`config.mk`:
```
export PLATFORM = sky130hd
export DESIGN_NAME = reg_file_8x16
export DESIGN_NICKNAME = d
export VERILOG_FILES = /design/src/rtl/reg_file_8x16.sv
export SDC_FILE = /design/constraint.sdc
export NUM_CORES = 1
export LEC_CHECK = 0
export BUFFER_PORTS_ARGS = -buffer_cell sky130_fd_sc_hd__buf_2
export CORE_ASPECT_RATIO = 0.8
export CORE_UTILIZATION = 55
export DETAILED_ROUTE_END_ITERATION = 8
export GPL_TIMING_DRIVEN = 0
export PLACE_DENSITY = 0.83
export SLEW_MARGIN = 40
export SYNTH_ARGS = -nofsm -noshare
export SYNTH_HDL_FRONTEND = slang
export SYNTH_SLANG_ARGS = --single-unit
```
`constraint.sdc`:
```
create_clock -name clk -period 5 [get_ports clk]
set_input_delay 0.75 -clock clk [delete_from_list [all_inputs] [get_ports clk]]
set_output_delay 0.75 -clock clk [all_outputs]
set_load 0.005 [all_outputs]
```
`src/rtl/reg_file_8x16.sv`:
```
// reg_file_8x16: general-purpose register file with two combinational read
// ports (write-first bypass), optional hard-wired zero R0, and a sequential
// debug dump port that streams every register out, one per clock.
module reg_file_8x16 #(
    parameter int DATA_WIDTH = 16,
    parameter int ADDR_WIDTH = 3,
    parameter int ZERO_REG   = 1
) (
    input  logic                  clk,
    input  logic                  reset,
    input  logic                  we,
    input  logic [ADDR_WIDTH-1:0] wr_addr,
    input  logic [DATA_WIDTH-1:0] wr_data,
    input  logic [ADDR_WIDTH-1:0] rd_addr1,
    input  logic [ADDR_WIDTH-1:0] rd_addr2,
    output logic [DATA_WIDTH-1:0] rd_data1,
    output logic [DATA_WIDTH-1:0] rd_data2,
    input  logic                  dbg_req,
    output logic                  dbg_busy,
    output logic                  dbg_valid,
    output logic [ADDR_WIDTH-1:0] dbg_addr,
    output logic [DATA_WIDTH-1:0] dbg_data
);

    localparam int NUM_REGS = 2 ** ADDR_WIDTH;
    localparam int NUM_PORTS = 3;

    typedef enum logic {
        IDLE,
        DUMP
    } state_t;

    logic [DATA_WIDTH-1:0] regs_q [NUM_REGS];
    logic                  wr_en;

    state_t                state_q, state_d;
    logic [ADDR_WIDTH-1:0] idx_q, idx_d;
    logic                  busy_q, busy_d;
    logic                  valid_q, valid_d;
    logic [ADDR_WIDTH-1:0] addr_q, addr_d;
    logic [DATA_WIDTH-1:0] data_q, data_d;

    // Port 0/1 are the operand reads; port 2 is the dump tap, which sees the
    // same post-edge value a read would, so a same-edge write is captured.
    logic [ADDR_WIDTH-1:0] rd_sel [NUM_PORTS];
    logic [DATA_WIDTH-1:0] rd_val [NUM_PORTS];

    assign wr_en     = we && !((ZERO_REG != 0) && (wr_addr == '0));
    assign rd_sel[0] = rd_addr1;
    assign rd_sel[1] = rd_addr2;
    assign rd_sel[2] = idx_q;

    // Register array: async clear, write on enabled rising edge
    always_ff @(posedge clk or posedge reset) begin
        if (reset) begin
            for (int unsigned i = 0; i < NUM_REGS; i++) begin
                regs_q[i] <= '0;
            end
        end else if (wr_en) begin
            regs_q[wr_addr] <= wr_data;
        end
    end

    // Read muxes: zero register, then write-first bypass, then stored value
    always_comb begin
        for (int unsigned p = 0; p < NUM_PORTS; p++) begin
            rd_val[p] = regs_q[rd_sel[p]];
            if ((ZERO_REG != 0) && (rd_sel[p] == '0)) begin
                rd_val[p] = '0;
            end else if (wr_en && (wr_addr == rd_sel[p])) begin
                rd_val[p] = wr_data;
            end
        end
    end

    assign rd_data1 = rd_val[0];
    assign rd_data2 = rd_val[1];

    // Dump FSM state and registered debug outputs
    always_ff @(posedge clk or posedge reset) begin
        if (reset) begin
            state_q <= IDLE;
            idx_q   <= '0;
            busy_q  <= 1'b0;
            valid_q <= 1'b0;
            addr_q  <= '0;
            data_q  <= '0;
        end else begin
            state_q <= state_d;
            idx_q   <= idx_d;
            busy_q  <= busy_d;
            valid_q <= valid_d;
            addr_q  <= addr_d;
            data_q  <= data_d;
        end
    end

    // Dump FSM next state: one register emitted per edge while in DUMP
    always_comb begin
        state_d = state_q;
        idx_d   = idx_q;
        busy_d  = busy_q;
        valid_d = valid_q;
        addr_d  = addr_q;
        data_d  = data_q;
        case (state_q)
            IDLE: begin
                valid_d = 1'b0;
                if (dbg_req) begin
                    state_d = DUMP;
                    idx_d   = '0;
                    busy_d  = 1'b1;
                end
            end
            DUMP: begin
                valid_d = 1'b1;
                addr_d  = idx_q;
                data_d  = rd_val[2];
                idx_d   = idx_q + 1'b1;
                if (idx_q == '1) begin
                    state_d = IDLE;
                    busy_d  = 1'b0;
                end
            end
            default: begin
                state_d = IDLE;
                busy_d  = 1'b0;
                valid_d = 1'b0;
            end
        endcase
    end

    assign dbg_busy  = busy_q;
    assign dbg_valid = valid_q;
    assign dbg_addr  = addr_q;
    assign dbg_data  = data_q;

endmodule
```
# [Word-level counts from Yosys, hierarchy flattened]
# Cells that the tools add are included.
[word_totals] wordCells=69 regBits=153 output_inout_bits=53
[classes] mux=27 eq_ne=6 add_sub_neg=1 order_cmp=5 bitwise=5 n_reduce_logical=11
[op_table] operator="two-way mux 16 bit" n=13
[op_table] operator="binary-select mux 16 bit (select 3 bit)" n=3
[op_table] operator="bitwise mux 128 bit" n=1
[op_table] operator="demux 16 bit (select 3 bit)" n=1
[op_table] operator=">= comparator 4 bit, second input constant" n=4
[op_table] operator="inverter 3 -> 4 bit" n=4
[op_table] operator="zero test 3 bit" n=4
[op_table] operator="equality test 3 bit" n=3
[op_table] operator="one-hot mux 1 bit (2 select lines)" n=3
[op_table] operator="one-hot mux 3 bit (2 select lines)" n=1
[op_table] operator="logical AND 1 bit" n=5
[op_table] operator="< comparator 4 x 1 -> 1 bit, second input constant" n=1
[op_table] operator="two-way mux 1 bit" n=4
[op_table] operator="adder 3 x 1 -> 3 bit, second input constant" n=1
[op_table] operator="equality test 3 bit, second input constant" n=1
[op_table] operator="two-way mux 3 bit" n=1
[op_table] operator="inequality test 2 x 1 -> 1 bit, second input constant" n=1
[op_table] operator="inequality test 2 bit, second input constant" n=1
[op_table] operator="AND reduction 2 bit" n=1
[op_table] operator="zero test 1 bit" n=1
[op_table] operator="inverter 1 bit" n=1

# [Longest topological paths before layout]
[depth] depth_word=6 ltp_mapped=10 depth_no_buf=6

# [Worst setup path before layout]
# No wires, ideal clock.
[synth_timing] path_kind="input-to-output" from="input port rd_addr1[1]" to="output port rd_data1[3]" setup_slack_ns=2.125 arrival_time_ns=2.125 n_path_buf=3 stages=6 required_ns=4.250 cell_sequence="buf_2 > buf_2 > mux4_2 > mux2i_1 > a211oi_1 > buf_4"
[synth_lines] element="start: declaration" line_no="14" source="input logic [ADDR_WIDTH-1:0] rd_addr1,"
[synth_lines] element="end: declaration" line_no="16" source="output logic [DATA_WIDTH-1:0] rd_data1,"

==> run metrics <==
final hold vios=0; met2 global-route usage=48.68%; wire per inst=27.40 um; CP startpoint=rd_addr2[1]; Die ar.=17580 um^2; setup bufs post-CTS=0; FMAX=260.8 MHz; CP Launch Type=primary input; Clock Power Share=24.5%; synthesized instance count=675; clk root buf=clkbuf_16; final setup margin=1.165 ns; worst r2r src=idx_q[0]$_DFFE_PP0P_; crit path kind=primary input to primary output; sw frac=33.63%; layout cells sized above 1=51.04%; Overflow after GRT=0; critical path peak fanout=10; final worst path period share=76.70%; routability cong.=0.8856; post-detailed-route DRC marker count=0; Synth warnings=0; vias in the first global route=7066; Least-Margin Pin Slew=0.9373 ns; P_sw=1.743 mW; syn avg cell area=13.89 um^2; Hold Crit Class=primary input to asynchronous set/reset pin; Nets=786; cts hold-fix bufs=0; Post-Route WL=27010 um; Critical Path RT=4.25 ns; post-cts sizing count=0; status=complete, no violations; Global Route met1 Usage=43.11%; final number of max-transition violations=0; Initial Utilization=56.48%; DR vias=6827; antenna-violating nets left=0; I/O pins=82; commonest cells after routing, fill and taps aside=dfrtp_1, mux2_2, mux4_2, buf_2, mux2i_1; Post-Place Setup Slack=1.300 ns; area grow syn2layout=12.99%; Layout Skew=0.006806 ns; DRT Pass-1 Iters=7; worst-skew pair later-pin latency=0.44 ns; post-synthesis sequential area ratio=40.82%; Setup TNS Final=0 ns; Worst Setup End Kind=primary output; leakage power=4.581 nW; Most Used Layer, Global Route=met2; part of the power in combinational logic=40.8%; min cycle time layout=3.835 ns; Distinct cells, synth=32; Total GRT Usage=32.46%; met3 usage=11.27%; VDD IR max=0.2788 mV; Pint=3.440 mW; pwr dens=489.1 nW/um^2; TritonCTS buffer count=17; clk sinks=153; largest net degree at the start of global routing=67; unrepaired setup endpoints after global routing=false; CTS H-tree lvls=4; Detailed Place HPWL=17840 um; final setup fails=0; Die H=118.8 um; worst-case clock buffer depth=2; CTS tree=done; Sequential Power Share=34.6%; Horiz. Die Dim=148 um; antenna cells=0; Rel. slew slack=37.51%; I/O Buffers=58; Arr. time, crit path=3.08 ns; max cap viols=0; Worst-path clk slew=0.06 ns; post-synth net total=707; vias per cell=6.924; antenna violations before repair=0; first-pass GRT wire length=41150 um; Post-Syn Area=9379 um^2; row count=42; commonest non-fill, non-tap cell in the layout=dfrtp_1; Seq cells post-synth=153; core box area=16610 um^2; DR iter-0 viols=782
[stage by stage]
| step | cell area [um^2] | cells | util, % | power (mW) | hold slack [ns] |
|---|---|---|---|---|---|
| finish | 10600 | 986 | 63.82 | 5.184 | 0.2834 |
| global route | 10600 | 986 | 63.82 | 5.387 | 0.3062 |
| CTS | 10600 | 986 | 63.81 | 5.149 | 0.2910 |
| detailed placement | 10020 | 955 | 60.34 | 3.865 | 0.4637 |
| global placement | 9945 | 953 | 59.89 | 3.759 | 0.4536 |
| floorplan | 9379 | 675 | - | 3.262 | 0.4157 |
[routing by layer]
metal  wire (um)  up-vias  share of wire, %
li1            -     2716                 -
met5           0        -                 0
met1       10010     3514                37
met4         785        0               2.9
met2       12880      517                48
met3        3335       80                12
[final cells by class]
cell class | instances | area [um^2]
inverters | 6 | 30.03
well taps | 220 | 275.3
multi-input cells | 394 | 4850
fillers | 1239 | 6008
repair buffers | 60 | 345.3
clock inverters | 7 | 65.06
flip-flops and latches | 153 | 3829
plain buffers | 122 | 691.9
clock buffers | 24 | 511.7
[power groups by stage]
stage	Clock [mW]	Combinational, mW	Sequential (mW)
after floorplan	0	1.53	1.73
after global placement	0	2.00	1.76
after detailed placement	0	2.07	1.80
after CTS	1.28	2.09	1.78
after global routing	1.32	2.24	1.83
final	1.27	2.12	1.80
[worst max-delay path: stages]
cell and delay [ns]:
buf_2 0.23, buf_4 0.30, xnor2_1 0.16, nand4_1 0.31, clkbuf_1 0.51, a211oi_1 0.53
buf_4 0.18, buf_2 0.10
[cell families (layout without fill, tap and decap cells)]
group           Yosys count  count (layout)  share of synthesized area, %
xor+xnor                  9               9                        0.8405
buf+inv                 128             219                         7.577
mux                     259             259                         41.98
compound gates           55              55                         4.763
fa+ha+maj                 3               3                        0.4003
simple gates             68              68                         3.615
flops                   153             153                         40.82
[registers in the layout, indices dropped and copies added (netlist names)]
name and cells:
dbg_addr 3, dbg_busy 1, dbg_data 16, dbg_valid 1
idx_q 3, regs_q 128, state_q 1
[Yosys cell counts]
master / instances / area [um^2]
a211oi_1: 32 / 240.2
a21oi_1: 1 / 5.000
a221o_1: 16 / 160.2
and4_4: 1 / 11.26
buf_1: 5 / 18.77
buf_2: 34 / 170.2
buf_4: 40 / 300.3
buf_6: 5 / 56.30
clkbuf_1: 38 / 142.6
clkinv_1: 1 / 3.750
dfrtp_1: 153 / 3829
ha_1: 3 / 37.54
inv_1: 4 / 15.01
inv_2: 1 / 3.750
mux2_2: 115 / 1295
mux2i_1: 48 / 480.5
mux4_2: 96 / 2162
nand2_1: 4 / 15.01
nand4_1: 3 / 18.77
nand4b_1: 3 / 26.28
nor2_1: 34 / 127.6
nor2b_4: 1 / 13.76
nor3_1: 18 / 90.09
nor3_2: 1 / 10.01
nor4bb_1: 2 / 20.02
o21ai_0: 2 / 10.01
o21ai_2: 1 / 8.760
o22ai_1: 1 / 6.260
o31a_1: 1 / 8.760
o31ai_1: 1 / 7.510
or3_1: 1 / 6.260
xnor2_1: 9 / 78.83
[worst paths after layout]
check                                            to  slack [ns]  depth (start not counted)
setup / recovery                       rd_data2[13]        1.17                          8
hold reg to reg                 dbg_valid$_DFF_PP0_        0.48                          0
setup reg to reg           dbg_data[14]$_DFFE_PP0P_        1.74                          9
min in group clk                dbg_valid$_DFF_PP0_        0.48                          0
hold / removal               regs_q[10]$_DFFE_PP0P_        0.28                          2
max in group asynchronous   regs_q[114]$_DFFE_PP0P_        3.81                          4
No activity file was read; power rests on OpenSTA's default activity.
